### src/rtl/imem_loader_pkg.sv
// Shared types and constants for the boot-time IMEM loader.
package imem_loader_pkg;

  typedef enum logic [2:0] {
    ST_IDLE,
    ST_SYNC,
    ST_LEN0,
    ST_LEN1,
    ST_DATA,
    ST_WRITE,
    ST_DONE,
    ST_ERR
  } state_t;

  localparam logic [7:0]  DEFAULT_MAGIC = 8'hA5;
  localparam int unsigned LEN_W         = 16;

  typedef struct packed {
    logic rx_ready;
    logic core_rst;
    logic busy;
    logic done;
    logic err;
  } flags_t;

  // Status outputs are a pure function of the state being entered.
  function automatic flags_t flags_for(state_t s);
    flags_t f;
    f.rx_ready = (s == ST_SYNC) || (s == ST_LEN0) || (s == ST_LEN1) || (s == ST_DATA);
    f.core_rst = (s != ST_DONE);
    f.busy     = f.rx_ready || (s == ST_WRITE);
    f.done     = (s == ST_DONE);
    f.err      = (s == ST_ERR);
    return f;
  endfunction

endpackage

### src/rtl/imem_loader_byte_packer.sv
// Packs a byte stream into little-endian 32-bit words; word is valid while word_full is high.
module byte_packer (
  input  logic        clk,
  input  logic        rst,
  input  logic        clear,
  input  logic        strobe,
  input  logic [7:0]  byte_in,
  output logic [31:0] word,
  output logic        word_full
);

  logic [23:0] shreg;
  logic [1:0]  lane;

  always_ff @(posedge clk) begin
    if (rst || clear) begin
      shreg <= '0;
      lane  <= '0;
    end else if (strobe) begin
      shreg <= {byte_in, shreg[23:8]};
      lane  <= lane + 2'd1;
    end
  end

  // Fourth byte is merged combinationally so the write can be issued on the accepting edge.
  assign word      = {byte_in, shreg};
  assign word_full = strobe && (lane == 2'd3);

endmodule

### src/rtl/imem_loader.sv
// Boot loader: receives a framed byte stream, writes words into IMEM, releases the core when done.
module imem_loader
  import imem_loader_pkg::*;
#(
  parameter int unsigned MEM_DEPTH_WORDS = 1024,
  parameter logic [7:0]  MAGIC           = DEFAULT_MAGIC
) (
  input  logic        clk,
  input  logic        rst,
  input  logic        start,
  input  logic        rx_valid,
  input  logic [7:0]  rx_data,
  output logic        rx_ready,
  output logic        wr_en,
  output logic [31:0] wr_addr,
  output logic [31:0] wr_data,
  output logic        core_rst,
  output logic        busy,
  output logic        done,
  output logic        err
);

  state_t           state;
  flags_t           flags;
  logic [LEN_W-1:0] len;
  logic [LEN_W-1:0] k;
  logic [LEN_W-1:0] k_next;
  logic [LEN_W-1:0] n_words;
  logic             accept;
  logic             session_start;
  logic [31:0]      pk_word;
  logic             pk_full;

  assign {rx_ready, core_rst, busy, done, err} = flags;

  assign accept        = rx_valid && rx_ready;
  assign session_start = start && !busy;
  assign k_next        = k + LEN_W'(1);
  assign n_words       = {rx_data, len[7:0]};

  byte_packer u_packer (
    .clk       (clk),
    .rst       (rst),
    .clear     (session_start),
    .strobe    (accept && (state == ST_DATA)),
    .byte_in   (rx_data),
    .word      (pk_word),
    .word_full (pk_full)
  );

  always_ff @(posedge clk) begin
    if (rst) begin
      state   <= ST_IDLE;
      flags   <= flags_for(ST_IDLE);
      len     <= '0;
      k       <= '0;
      wr_en   <= 1'b0;
      wr_addr <= '0;
      wr_data <= '0;
    end else begin
      wr_en <= 1'b0;
      case (state)
        ST_IDLE, ST_DONE, ST_ERR: begin
          if (start) begin
            state <= ST_SYNC;
            flags <= flags_for(ST_SYNC);
          end
        end
        ST_SYNC: begin
          if (accept) begin
            if (rx_data == MAGIC) begin
              state <= ST_LEN0;
              flags <= flags_for(ST_LEN0);
            end else begin
              state <= ST_ERR;
              flags <= flags_for(ST_ERR);
            end
          end
        end
        ST_LEN0: begin
          if (accept) begin
            len[7:0] <= rx_data;
            state    <= ST_LEN1;
            flags    <= flags_for(ST_LEN1);
          end
        end
        ST_LEN1: begin
          if (accept) begin
            len <= n_words;
            k   <= '0;
            if (n_words == '0) begin
              state <= ST_DONE;
              flags <= flags_for(ST_DONE);
            end else if (32'(n_words) > MEM_DEPTH_WORDS) begin
              state <= ST_ERR;
              flags <= flags_for(ST_ERR);
            end else begin
              state <= ST_DATA;
              flags <= flags_for(ST_DATA);
            end
          end
        end
        ST_DATA: begin
          if (pk_full) begin
            wr_en   <= 1'b1;
            wr_addr <= 32'({k, 2'b00});
            wr_data <= pk_word;
            state   <= ST_WRITE;
            flags   <= flags_for(ST_WRITE);
          end
        end
        ST_WRITE: begin
          k <= k_next;
          if (k_next == len) begin
            state <= ST_DONE;
            flags <= flags_for(ST_DONE);
          end else begin
            state <= ST_DATA;
            flags <= flags_for(ST_DATA);
          end
        end
        default: begin
          state <= ST_IDLE;
          flags <= flags_for(ST_IDLE);
        end
      endcase
    end
  end

endmodule

### config.mk
export PLATFORM = sky130hd
export DESIGN_NAME = imem_loader
export DESIGN_NICKNAME = d
export VERILOG_FILES = /design/src/rtl/imem_loader_pkg.sv /design/src/rtl/imem_loader_byte_packer.sv /design/src/rtl/imem_loader.sv
export SDC_FILE = /design/constraint.sdc
export NUM_CORES = 1
export LEC_CHECK = 0
export ABC_AREA = 0
export BUFFER_PORTS_ARGS = -buffer_cell sky130_fd_sc_hd__clkbuf_2
export CAP_MARGIN = 30
export CORE_MARGIN = 5
export CORE_UTILIZATION = 48
export DETAILED_ROUTE_END_ITERATION = 6
export PLACE_DENSITY = 0.69
export SYNTH_ARGS = -nofsm -noshare
export SYNTH_HDL_FRONTEND = slang
export SYNTH_SLANG_ARGS = --single-unit
### constraint.sdc
create_clock -name clk -period 6.7 [get_ports clk]
set_clock_uncertainty 0.15 [all_clocks]
set_input_delay 0.67 -clock clk [delete_from_list [all_inputs] [get_ports clk]]
set_output_delay 0.67 -clock clk [all_outputs]
set_load 0.03 [all_outputs]
==> impl_metrics.csv <==
group,metric,value,unit
detailed_routing,met1_length,5.68,mm
logic_synthesis,yosysUniqueCellTypes,59,
logic_synthesis,synth_area_leaders,"dfxtp_1, nand2_1, a21oi_1",
worst_setup_path,worstPathMaxFanout,35,
detailed_routing,post_drt_wl_per_cell,15.4,um
power_and_ir_drop,cellLeakagePower,2.14,nW
grt,grt_max_degree,90,
logic_synthesis,syn_area,5160,um2
logic_synthesis,synth_seq_area_share,44.6,%
power_and_ir_drop,pwr_density_cell,289,nW/um2
final_layout,regArea,2300,um2
final_layout,n_fill_cell,965,
detailed_routing,wl_met3,914,um
floorplan,die_y,114,um
logic_synthesis,yosys.area_share.simple,24.8,%
worst_setup_path,path_common_cell,"nand2_1",
logic_synthesis,syn_inst,674,
worst_setup_path,max_stage_delay,0.75,ns
job,drv_cap,0,
worst_setup_path,end_kind,"flop",
final_layout,multi_input_area,2580,um2
final_layout,fin_cells,864,
worst_setup_path,reg2reg_slack,3.74,ns
detailed_routing,drt_wl_total,13.3,mm
placed_design,place_area,5440,um2
logic_synthesis,synth_xor_area_share,4.07,%
grt,gr-total-overflow,0,
clocking,ctsResizeCount,0,
status,outcome,"completed",
floorplan,initial_utilization,49.6,%
clocking,clk-insertion-delay-late,0.51,ns
grt,grtUsageTotal,21.0,%
floorplan,die_area,12900,um2
timing,slew_headroom,38.7,%
logic_synthesis,synth_commonest_cells,"nand2_1, dfxtp_1, a21oi_1, clkbuf_1, nor2_1",
timing,timing.final.crit_period,2.96,ns
detailed_routing,drcViolationCount,0,
clocking,cts_hold_buf,0,
timing,hold_ws,0.303,ns
detailed_routing,highest_layer,"met4",
logic_synthesis,synth_ff_type,"dfxtp_1",
clocking,cts_tree,"done",
timing,tightest_slew,0.914,ns
detailed_routing,route.met2.wl,6.50,mm
final_layout,area_delta_synth_final,16.3,%
placed_design,dpl.hpwl,8.91,mm
floorplan,core_area,10400,um2
logic_synthesis,synthMuxAreaShare,0.194,%
timing,tns,0,ns
timing,fin_crit_sh,44.2,%
detailed_routing,antenna_left,0,
timing,final.setup.worst_slack,3.74,ns
power_and_ir_drop,peakVddDrop,129,uV
clocking,post-cts-setup-buffer-count,0,
final_layout,fin_area,6010,um2
worst_setup_path,path_cells,"nand2_1, or3_1, nor2_2, buf_4, nand2_1, a21oi_1",
logic_synthesis,yosys.area.top_type_share,44.6,%
detailed_routing,drt-initial-drc-count,467,
detailed_routing,drt-vias-per-instance,5.58,
timing,setup_viol,0,
grt,grt_first_pass_wirelength,22.2,mm
placed_design,dp_slack,3.47,ns
clocking,clockBufferDepth,2,
logic_synthesis,synth-edff-count,0,
clocking,cts_sinks,115,
placed_design,portBuffers,65,
logic_synthesis,yosysMostFrequentCell,"nand2_1",
placed_design,place.gp.congestion,0.925,
worst_hold_path,hp-class,"flop to flop",
logic_synthesis,synth_top_family_by_area,"simple AND/OR/NAND/NOR gates",
floorplan,io_pins,82,
floorplan,die_w,114,um
placed_design,dp_cells,832,
logic_synthesis,async_flop_share,0,%
timing,max_freq,0.337,GHz
logic_synthesis,avgSynthCellArea,7.66,um2
worst_setup_path,worstPathRequired,6.99,ns
clocking,root_buffer,"clkbuf_8",
worst_setup_path,start_kind,"flop",
timing,drv_slew,0,
worst_setup_path,crit_slowest_cell,"or3_1",
final_layout,n_antenna_cell,0,
logic_synthesis,synth_compound_area_share,19.1,%
detailed_routing,num_vias,4817,
clocking,cts_buffers,17,
logic_synthesis,synth_top_area_cell,"dfxtp_1",
logic_synthesis,synth_fa_ha_area_share,0.484,%
final_layout,nets,729,
timing,finalHoldViolCount,0,
worst_setup_path,critical_path_class,"flop to flop",
floorplan,rows,37,
clocking,cts_max_level,4,
detailed_routing,dr.pass1.iters,6,
clocking,clk_pin_slew_worst_paths,0.06,ns
logic_synthesis,ys_seq_elements,115,
timing,rsz0062_at_grt,"false",
logic_synthesis,yosys_warnings,0,
grt,grt_pass1_vias,4592,
grt,antenna_found_initial,0,
worst_setup_path,cp.arrival,3.25,ns
final_layout,drive_gt1_share,15.7,%
[layout by cell type, fill, tap and decap left out, types with 6 or more instances in the layout]
master,instances
clkbuf_2,65
xnor2_1,17
inv_6,9
xor2_1,7
conb_1,16
or3_1,8
inv_1,8
clkbuf_16,16
nand3_1,8
a21oi_1,110
nand2_1,184
nor2_1,34
nor4_1,6
o21ai_0,31
dfxtp_1,115
[path summary, 6_finish.rpt]
kind | from | depth (start not counted) | to
worst max-delay path | rx_ready | 6 | wr_addr[5]
worst min-delay path | wr_addr[4] | 2 | wr_addr[4]
worst max register to register | rx_ready | 6 | wr_addr[5]
worst min register to register | wr_addr[4] | 2 | wr_addr[4]
[worst max-delay path: cells and delay by family (launching register included)]
kind / cells / cell delay (ns)
AOI/OAI and AO/OA: 1 / 0.14
DFF: 1 / 0.45
buffers and inverters: 1 / 0.42
and+or+nand+nor: 4 / 1.69
[metrics by stage]
stage / total power [mW] / utilization, %
floorplan: 0.853 / -
global route: 1.80 / 57.7
finish: 1.74 / 57.7
global placement: 0.879 / 52.2
CTS: 1.75 / 57.7
detailed placement: 0.880 / 52.2
[cell families after synthesis]
kind of cell             after synthesis
AO/OA/AOI/OAI                        176
multiplexers                           1
other                                  1
AND/OR/NAND/NOR                      284
buffers and inverters                 71
flip-flops                           115
adder cells (fa/ha/maj)                2
XOR/XNOR                              24
[registers in the layout (all words and copies together) (netlist names)]
register / cells
wr_en: 1
done: 1
err: 1
wr_addr: 16
wr_data: 32
len: 16
rx_ready: 1
k: 16
u_packer.shreg: 24
core_rst: 1
busy: 1
u_packer.lane: 2
state: 3
[metal layers]
metal / track usage, % / vias to the layer above
li1: - / 2358
met1: 25.9 / 2234
met2: 35.5 / 194
met3: 5.73 / 31
met4: 6.57 / 0
met5: 0 / -
[where the power goes]
group	switching (mW)	leakage [nW]	internal [mW]	total (mW)
registers	0.0288	0.927	0.697	0.726
logic	0.100	0.931	0.0432	0.143
clock network	0.354	0.284	0.514	0.868
total	0.483	2.14	1.25	1.74
[layout make-up]
cell class	count	area share (%)
multi-input combinational	503	42.9
sequential	115	38.3
clock buffer	18	7.12
timing repair buffer	70	6.04
tap	136	2.83
clock inverter	14	2.31
inverter	8	0.500
(Power assumes the default switching activity.)
